$ cat config.mk
export PLATFORM = sky130hd
export DESIGN_NAME = ysyx_mem_arbiter
export DESIGN_NICKNAME = d
export VERILOG_FILES = /design/src/rtl/ysyx_mem_arbiter.sv
export SDC_FILE = /design/constraint.sdc
export NUM_CORES = 1
export LEC_CHECK = 0
export ABC_CLOCK_PERIOD_IN_PS = 2100
export BUFFER_PORTS_ARGS = -buffer_cell sky130_fd_sc_hd__buf_4
export CORE_AREA = 2 2 143 145
export CTS_CLUSTER_DIAMETER = 150
export DETAILED_ROUTE_END_ITERATION = 12
export DIE_AREA = 0 0 145 147
export GPL_ROUTABILITY_DRIVEN = 1
export GPL_TIMING_DRIVEN = 0
export PLACE_DENSITY = 0.58
export SLEW_MARGIN = 30
export SYNTH_ARGS = -nofsm -noshare
export SYNTH_HDL_FRONTEND = slang
export SYNTH_SLANG_ARGS = --single-unit
$ cat constraint.sdc
create_clock -name clk -period 2.1 [get_ports clk]
set_input_delay 0.63 -clock clk [delete_from_list [all_inputs] [get_ports clk]]
set_output_delay 0.63 -clock clk [all_outputs]
set_load 0.01 [all_outputs]
$ cat src/rtl/ysyx_mem_arbiter.sv
// ysyx_mem_arbiter: two-master (IFU/LSU) to one-slave memory bus arbiter; define YSYX_ARB_RR_EN for round-robin between reads
module ysyx_mem_arbiter #(
  parameter int ADDR_W = 32,
  parameter int DATA_W = 32
) (
  input  logic              clk,
  input  logic              rst,
  input  logic [ADDR_W-1:0] ifu_araddr,
  input  logic              ifu_arvalid,
  output logic [DATA_W-1:0] ifu_rdata,
  output logic              ifu_rvalid,
  input  logic [ADDR_W-1:0] lsu_araddr,
  input  logic              lsu_arvalid,
  input  logic [7:0]        lsu_rstrb,
  output logic [DATA_W-1:0] lsu_rdata,
  output logic              lsu_rvalid,
  input  logic [ADDR_W-1:0] lsu_awaddr,
  input  logic              lsu_awvalid,
  input  logic [DATA_W-1:0] lsu_wdata,
  input  logic [7:0]        lsu_wstrb,
  input  logic              lsu_wvalid,
  output logic              lsu_wready,
  output logic [ADDR_W-1:0] bus_araddr,
  output logic              bus_arvalid,
  output logic [7:0]        bus_rstrb,
  input  logic [DATA_W-1:0] bus_rdata,
  input  logic              bus_rvalid,
  output logic [ADDR_W-1:0] bus_awaddr,
  output logic              bus_awvalid,
  output logic [DATA_W-1:0] bus_wdata,
  output logic [7:0]        bus_wstrb,
  output logic              bus_wvalid,
  input  logic              bus_wready,
  output logic              arb_busy
);
  typedef enum logic [2:0] {IDLE, IFU_RD, LSU_RD, LSU_WR, DONE} state_t;
  state_t state, next;
  logic [ADDR_W-1:0] addr_q;
  logic [DATA_W-1:0] wdata_q;
  logic [7:0] strb_q;
  logic st_req, pick_lsu, rd, wr;
  assign st_req = lsu_awvalid & lsu_wvalid;
`ifdef YSYX_ARB_RR_EN
  logic rr_last;
  // rr_last = 1 when the LSU held the most recent read grant
  assign pick_lsu = lsu_arvalid & (~ifu_arvalid | ~rr_last);
  always_ff @(posedge clk)
    if (rst) rr_last <= 1'b0;
    else if (state == IDLE && !st_req && (lsu_arvalid || ifu_arvalid)) rr_last <= pick_lsu;
`else
  assign pick_lsu = lsu_arvalid;
`endif
  always_ff @(posedge clk)
    if (rst) state <= IDLE;
    else state <= next;
  always_comb begin
    next = state;
    case (state)
      IDLE:           next = st_req ? LSU_WR : pick_lsu ? LSU_RD : ifu_arvalid ? IFU_RD : IDLE;
      IFU_RD, LSU_RD: next = bus_rvalid ? DONE : state;
      LSU_WR:         next = bus_wready ? DONE : state;
      default:        next = IDLE;
    endcase
  end
  always_ff @(posedge clk)
    if (rst) begin
      addr_q  <= '0;
      strb_q  <= '0;
      wdata_q <= '0;
    end else if (state == IDLE && next != IDLE) begin
      addr_q  <= st_req ? lsu_awaddr : pick_lsu ? lsu_araddr : ifu_araddr;
      strb_q  <= st_req ? lsu_wstrb : pick_lsu ? lsu_rstrb : 8'hf;
      wdata_q <= st_req ? lsu_wdata : '0;
    end
  always_comb begin
    rd          = state == IFU_RD || state == LSU_RD;
    wr          = state == LSU_WR;
    bus_arvalid = rd;
    bus_araddr  = rd ? addr_q : '0;
    bus_rstrb   = rd ? strb_q : '0;
    bus_awvalid = wr;
    bus_wvalid  = wr;
    bus_awaddr  = wr ? addr_q : '0;
    bus_wstrb   = wr ? strb_q : '0;
    bus_wdata   = wr ? wdata_q : '0;
    ifu_rvalid  = state == IFU_RD && bus_rvalid;
    lsu_rvalid  = state == LSU_RD && bus_rvalid;
    lsu_wready  = wr && bus_wready;
    ifu_rdata   = ifu_rvalid ? bus_rdata : '0;
    lsu_rdata   = lsu_rvalid ? bus_rdata : '0;
    arb_busy    = state != IDLE;
  end
endmodule

## Yosys cells after proc, flatten, opt, wreduce, memory -nomap -nowiden

Cells that the tools add are included.

- Eq/ne operators: 3
- Multiplexer cells: 18
- Bitwise operators: 1
- Reductions and logical operators: 9

Operators with widths:

| kind | number |
|---|---|
| 32-bit 2-to-1 mux | 8 |
| 8-bit 2-to-1 mux | 4 |
| 3-bit one-hot mux with 3 select lines | 1 |
| 3-bit by 2-bit equality test with 1-bit output, second input constant | 2 |
| 3-bit 2-to-1 mux | 2 |
| 3-bit nonzero test | 2 |
| 1-bit logical AND | 4 |
| 2-bit 2-to-1 mux | 2 |
| 3-bit by 1-bit equality test with 1-bit output, second input constant | 1 |
| 3-bit logical NOT | 1 |
| 2-bit OR reduction | 1 |
| 1-bit bitwise AND | 1 |
| 1-bit logical OR | 1 |
| 1-bit 2-to-1 mux | 1 |

- Register bits after elaboration: 75

## Longest topological paths before layout

- Depth in word-level cells: 6
- Depth in mapped cells: 7

## Least setup slack after synthesis

Ideal clock, no wire load.

- Kind: input -> output
- From: input port bus_rvalid
- To: output port lsu_rdata[22]
- Arrival: 1.457 ns
- Path slack: 0.013 ns
- Stages: 4
- Path through: nand2b_1 > nor3b_2 > clkbuf_1 > and2_1

- Word-level cells in the longest chain between the ends: 2

Ends and longest elaborated chain:

| item | line | source |
|---|---|---|
| from (decl) | 27 | `input logic bus_rvalid,` |
| 1-bit logical AND | 87 | `lsu_rvalid = state == LSU_RD && bus_rvalid;` |
| named net lsu_rvalid | 16 | `output logic lsu_rvalid,` |
| 32-bit 2-to-1 mux | 90 | `lsu_rdata = lsu_rvalid ? bus_rdata : '0;` |
| to (decl) | 15 | `output logic [DATA_W-1:0] lsu_rdata,` |

The timed path passes the listed nets, and every way through them passes these cells.

## Worst setup path in the final report

- From: register state[1]
- To: output port bus_awaddr[28]

- Word-level cells in the longest chain between the ends: 2

Ends and longest elaborated chain:

| item | line | source |
|---|---|---|
| from (decl) | 37 | `state_t state, next;` |
| from (signal assigned) | 55 | `else state <= next;` |
| 3-bit by 2-bit equality test with 1-bit output | 77 | `wr = state == LSU_WR;` |
| 32-bit 2-to-1 mux | 83 | `bus_awaddr = wr ? addr_q : '0;` |
| to (decl) | 28 | `output logic [ADDR_W-1:0] bus_awaddr,` |

No other way between the ends.

==> results.md <==
Die:
- The total die area is 0.02132 mm2.
- The row count is 52.
- The die outline height is 147 um.
- The number of top-level design ports is 367.
- The floorplan step set the die width to 145 um.
- The effective utilization at floorplan is 23.20%.
- The floorplan step defined a core boundary enclosing 0.01984 mm2.

STA:
- The max-slew violation count is 0.
- The smallest setup slack after layout is -167.1 ps.
- The final clock skew is 5.571 ps.
- For the pin with the worst max-slew slack, the measured transition is 639.6 ps.
- Setup repair after global routing could not meet its margin everywhere.
- The number of setup violations in the final report is 178.
- Across all hold checks on the routed design, the worst slack comes to 469.6 ps.
- Headroom to the max-slew limit came out at 57.36%.
- The final-report hold violation count is 0.
- The final critical delay including setup and external delays is 2267 ps.
- Based on the critical path, the design can be clocked at up to 441.1 MHz.
- The post-route fraction of the period consumed by the critical path is 108.0%.

Power:
- Dividing total power by cell area gives a power density of 565.3 mW/mm2.
- The net switching power is 0.001746 W.
- In this run the static leakage power is 4.588 nW.
- IR analysis of the VDD net gives a maximum drop of 0.3618 mV.
- Per report_power, the sequential group accounts for 31.2% of the total.
- The share of total power dissipated in the clock network is 28.4%.
- In this run switching power makes up 31.98% of total power.
- Per report_power, the combinational group accounts for 40.4% of the total.
- Internal power comes to 0.003713 W.

Detailed routing:
- Detailed routing inserted a total of 5928 vias.
- The final routed DRC violation total is 0.
- The average vias per placed instance is 4.642.
- The post-route antenna net violation count is 0.
- The total detailed-routing wirelength is 23.87 mm.
- The number of search-and-repair iterations in the first detailed-routing pass is 5.
- For this block, the initial DRC count from the detailed router was 270.
- The wire length per cell is 18.69 um.

Global route:
- The overall routing resource usage is 20.54%.
- Summed over all layers, the global routing overflow is 0.
- The number of global-route vias before repair came to 5836.
- The global-route wire length before repair is 33.62 mm.
- The number of antenna violations at the first check in global routing came to 0.
- The maximum number of pins on one net before global-route repair is 14.

Clocking:
- The register clock-pin slew on the reported worst setup and hold paths is 60 ps.
- The clock passes through at most 2 buffers.
- The CTS tree is yes.
- The hold-fix buffer count after cts is 0.
- The root buffer cell chosen for the clock tree is sky130_fd_sc_hd__clkbuf_16.
- The H-tree was split into 3 levels.
- The number of buffers inserted during clock tree synthesis is 9.
- The tree built by TritonCTS fans out to 75 sinks.
- The clock reaches the later pin of the worst-skew pair after 340 ps.

Synthesis:
- The post-synthesis instance area is 0.004603 mm2.
- The number of cells produced by synthesis is 594.
- The largest total area in the synthesized netlist belongs to sky130_fd_sc_hd__dfxtp_1.
- Ranked by total cell area, the synthesized netlist is headed by sky130_fd_sc_hd__dfxtp_1, sky130_fd_sc_hd__and2_1, sky130_fd_sc_hd__mux2i_1.
- The number of register bits inferred by synthesis is 75.
- The number of warnings reported in the yosys synthesis log is 0.
- The number of nets handed over by synthesis was 778.
- The netlist uses 29 different library cells.
- A synthesized cell averages 7.749 um2.
- The area share of the largest cell type after synthesis is 32.62%.
- The sequential element share of the synthesized area is 32.62%.

Setup path:
- The largest individual stage delay along the critical path comes from the cell sky130_fd_sc_hd__dfxtp_4.
- The top cell family by delay on the critical path is buffers and inverters.
- The endpoint identified for the worst register-to-register timing path is wdata_q[8].
- The biggest cell delay along the critical path is 410 ps.
- The kind of critical path is register to output port.
- Traced cell by cell, the critical path runs through and3b_2 > clkbuf_16 > clkbuf_16 > and2_4 > buf_6.
- The startpoint of the most critical register-to-register path is state[1].
- Counting both buffers and inverters, the worst setup path holds a total of 3.
- The number of cells on the worst reg-to-reg path is 7.
- In this design, the critical path's most frequently occurring cell is sky130_fd_sc_hd__clkbuf_16.
- The type of destination of the critical path is an output port.
- The category of the worst setup path launch point is a register.
- The worst endpoint required time is 1470 ps.
- The highest net fanout along the worst path is 8.
- The origin of the worst setup path is state[1].
- The count of cell instances traversed by the critical path is 5.
- The worst register-to-register path has a setup slack of 270 ps.
- The termination of the worst setup path is bus_awaddr[28].
- Data on the critical path arrives at its endpoint at 1640 ps.

Layout:
- The share of cells above drive strength 1 is 60.77%.
- The layout has 1892 filler cells.
- The post-layout net count is 1187.
- The library cell used most frequently in the layout, excluding fill and tap cells, is sky130_fd_sc_hd__buf_4.
- The area growth from synthesis to layout is 109.8%.
- The top cell types in the final layout, fill and taps aside, are sky130_fd_sc_hd__buf_4, sky130_fd_sc_hd__buf_6, sky130_fd_sc_hd__and2_4, sky130_fd_sc_hd__nand2_1, sky130_fd_sc_hd__dfxtp_1.
- The antenna diode count is 0.
- The utilization after layout is 48.66%.

Flow run:
- The max-capacitance violation count is 0.

Placement:
- Routability-driven placement finished with a final weighted congestion of 0.7978.
- Buffers placed on the I/O ports in this run total 364.
- Detailed placement ended at an HPWL of 17.18 mm.

Hold path:
- The type of the tightest min-delay check is register to register.
- The worst hold path was traced through 2 stages.

Run status:
- The checks that failed: setup timing.
- The run finished, with violations left.
-- registers in the layout (all words and copies together), names as in the netlist --
name,cells
addr_q,32
state,3
strb_q,8
wdata_q,32
-- worst min path at each step --
stage,startpoint,to,slack [ps]
finish,strb_q[2],strb_q[2],470
global route,strb_q[2],strb_q[2],480
CTS,strb_q[2],strb_q[2],470
detailed placement,strb_q[2],strb_q[2],450
global placement,strb_q[2],strb_q[2],450
floorplan,strb_q[0],strb_q[0],440
-- per-layer routing --
metal	up-vias	share of wire [%]	track usage, %
li1	2799	-	-
met5	-	0	0
met1	2811	38	22.64
met4	0	2.8	6.485
met2	281	53	39.40
met3	37	6.2	4.130
-- worst register-to-register path: cells and delay by family, from the launching register on --
kind / cells / cell delay, ps
buffers and inverters: 3 / 610
DFF: 1 / 380
AOI/OAI and AO/OA: 2 / 380
and+or+nand+nor: 2 / 340
-- logic make-up (layout without fill, tap and decap cells) --
| family | Yosys count | in the layout | share of synthesized area, % |
|---|---|---|---|
| AO/OA/AOI/OAI | 115 | 115 | 16.96 |
| XOR/XNOR | 1 | 1 | 0.1903 |
| buffers and inverters | 60 | 473 | 6.523 |
| flip-flops | 75 | 75 | 32.62 |
| multiplexers | 33 | 33 | 7.176 |
| AND/OR/NAND/NOR | 310 | 310 | 36.53 |
-- what timing repair did --
action / 4_1_cts / 5_1_grt
cloned: 11 / 5
pin swaps: 53 / 44
setup buffers: 11 / 10
endpoints found under the setup margin: 182 / 198
resized for setup: 202 / 209
-- Yosys cell counts (all sizes together) --
| cell type | instances |
|---|---|
| a21oi | 39 |
| a22oi | 32 |
| a311oi | 4 |
| and2 | 179 |
| and3b | 1 |
| and4bb | 1 |
| buf | 22 |
| clkbuf | 37 |
| dfxtp | 75 |
| inv | 1 |
| mux2i | 33 |
| nand2 | 76 |
| nand2b | 1 |
| nand3 | 4 |
| nand3b | 5 |
| nand4b | 1 |
| nor2 | 38 |
| nor2b | 1 |
| nor3 | 2 |
| nor3b | 1 |
| o211ai | 36 |
| o21ai | 2 |
| o31a | 1 |
| o31ai | 1 |
| xnor2 | 1 |
-- stage by stage --
stage / setup slack, ps / setup TNS (ps) / instances / cell area [um2] / total power, W
floorplan: 12.59 / 0 / 594 / 4603 / 0.002478
global placement: -588.1 / -80300 / 1228 / 7674 / 0.003289
detailed placement: -620.1 / -82310 / 1228 / 7674 / 0.003298
CTS: -235.3 / -32770 / 1265 / 8860 / 0.005110
global route: -221.7 / -31530 / 1277 / 9656 / 0.005733
finish: -167.1 / -20940 / 1277 / 9656 / 0.005458
-- power groups by stage --
stage	sequential, W	combinational (W)	clock [W]
6_report	0.00170	0.00220	0.00155
2_1_floorplan	0.00166	0.000817	0
4_1_cts	0.00168	0.00183	0.00160
3_5_place_dp	0.00170	0.00159	0
5_1_grt	0.00172	0.00236	0.00165
3_3_place_gp	0.00170	0.00159	0
-- cell type report --
class / count / area (um2) / area share [%]
repair buffers: 400 / 3772 / 39.07
multi-input cells: 459 / 3212 / 33.26
flip-flops and latches: 75 / 1513 / 15.67
plain buffers: 57 / 526.8 / 5.455
well taps: 270 / 337.8 / 3.499
clock buffers: 9 / 225.2 / 2.333
clock inverters: 6 / 65.06 / 0.6738
inverters: 1 / 3.754 / 0.03888
No activity file was read; power rests on OpenSTA's default activity.
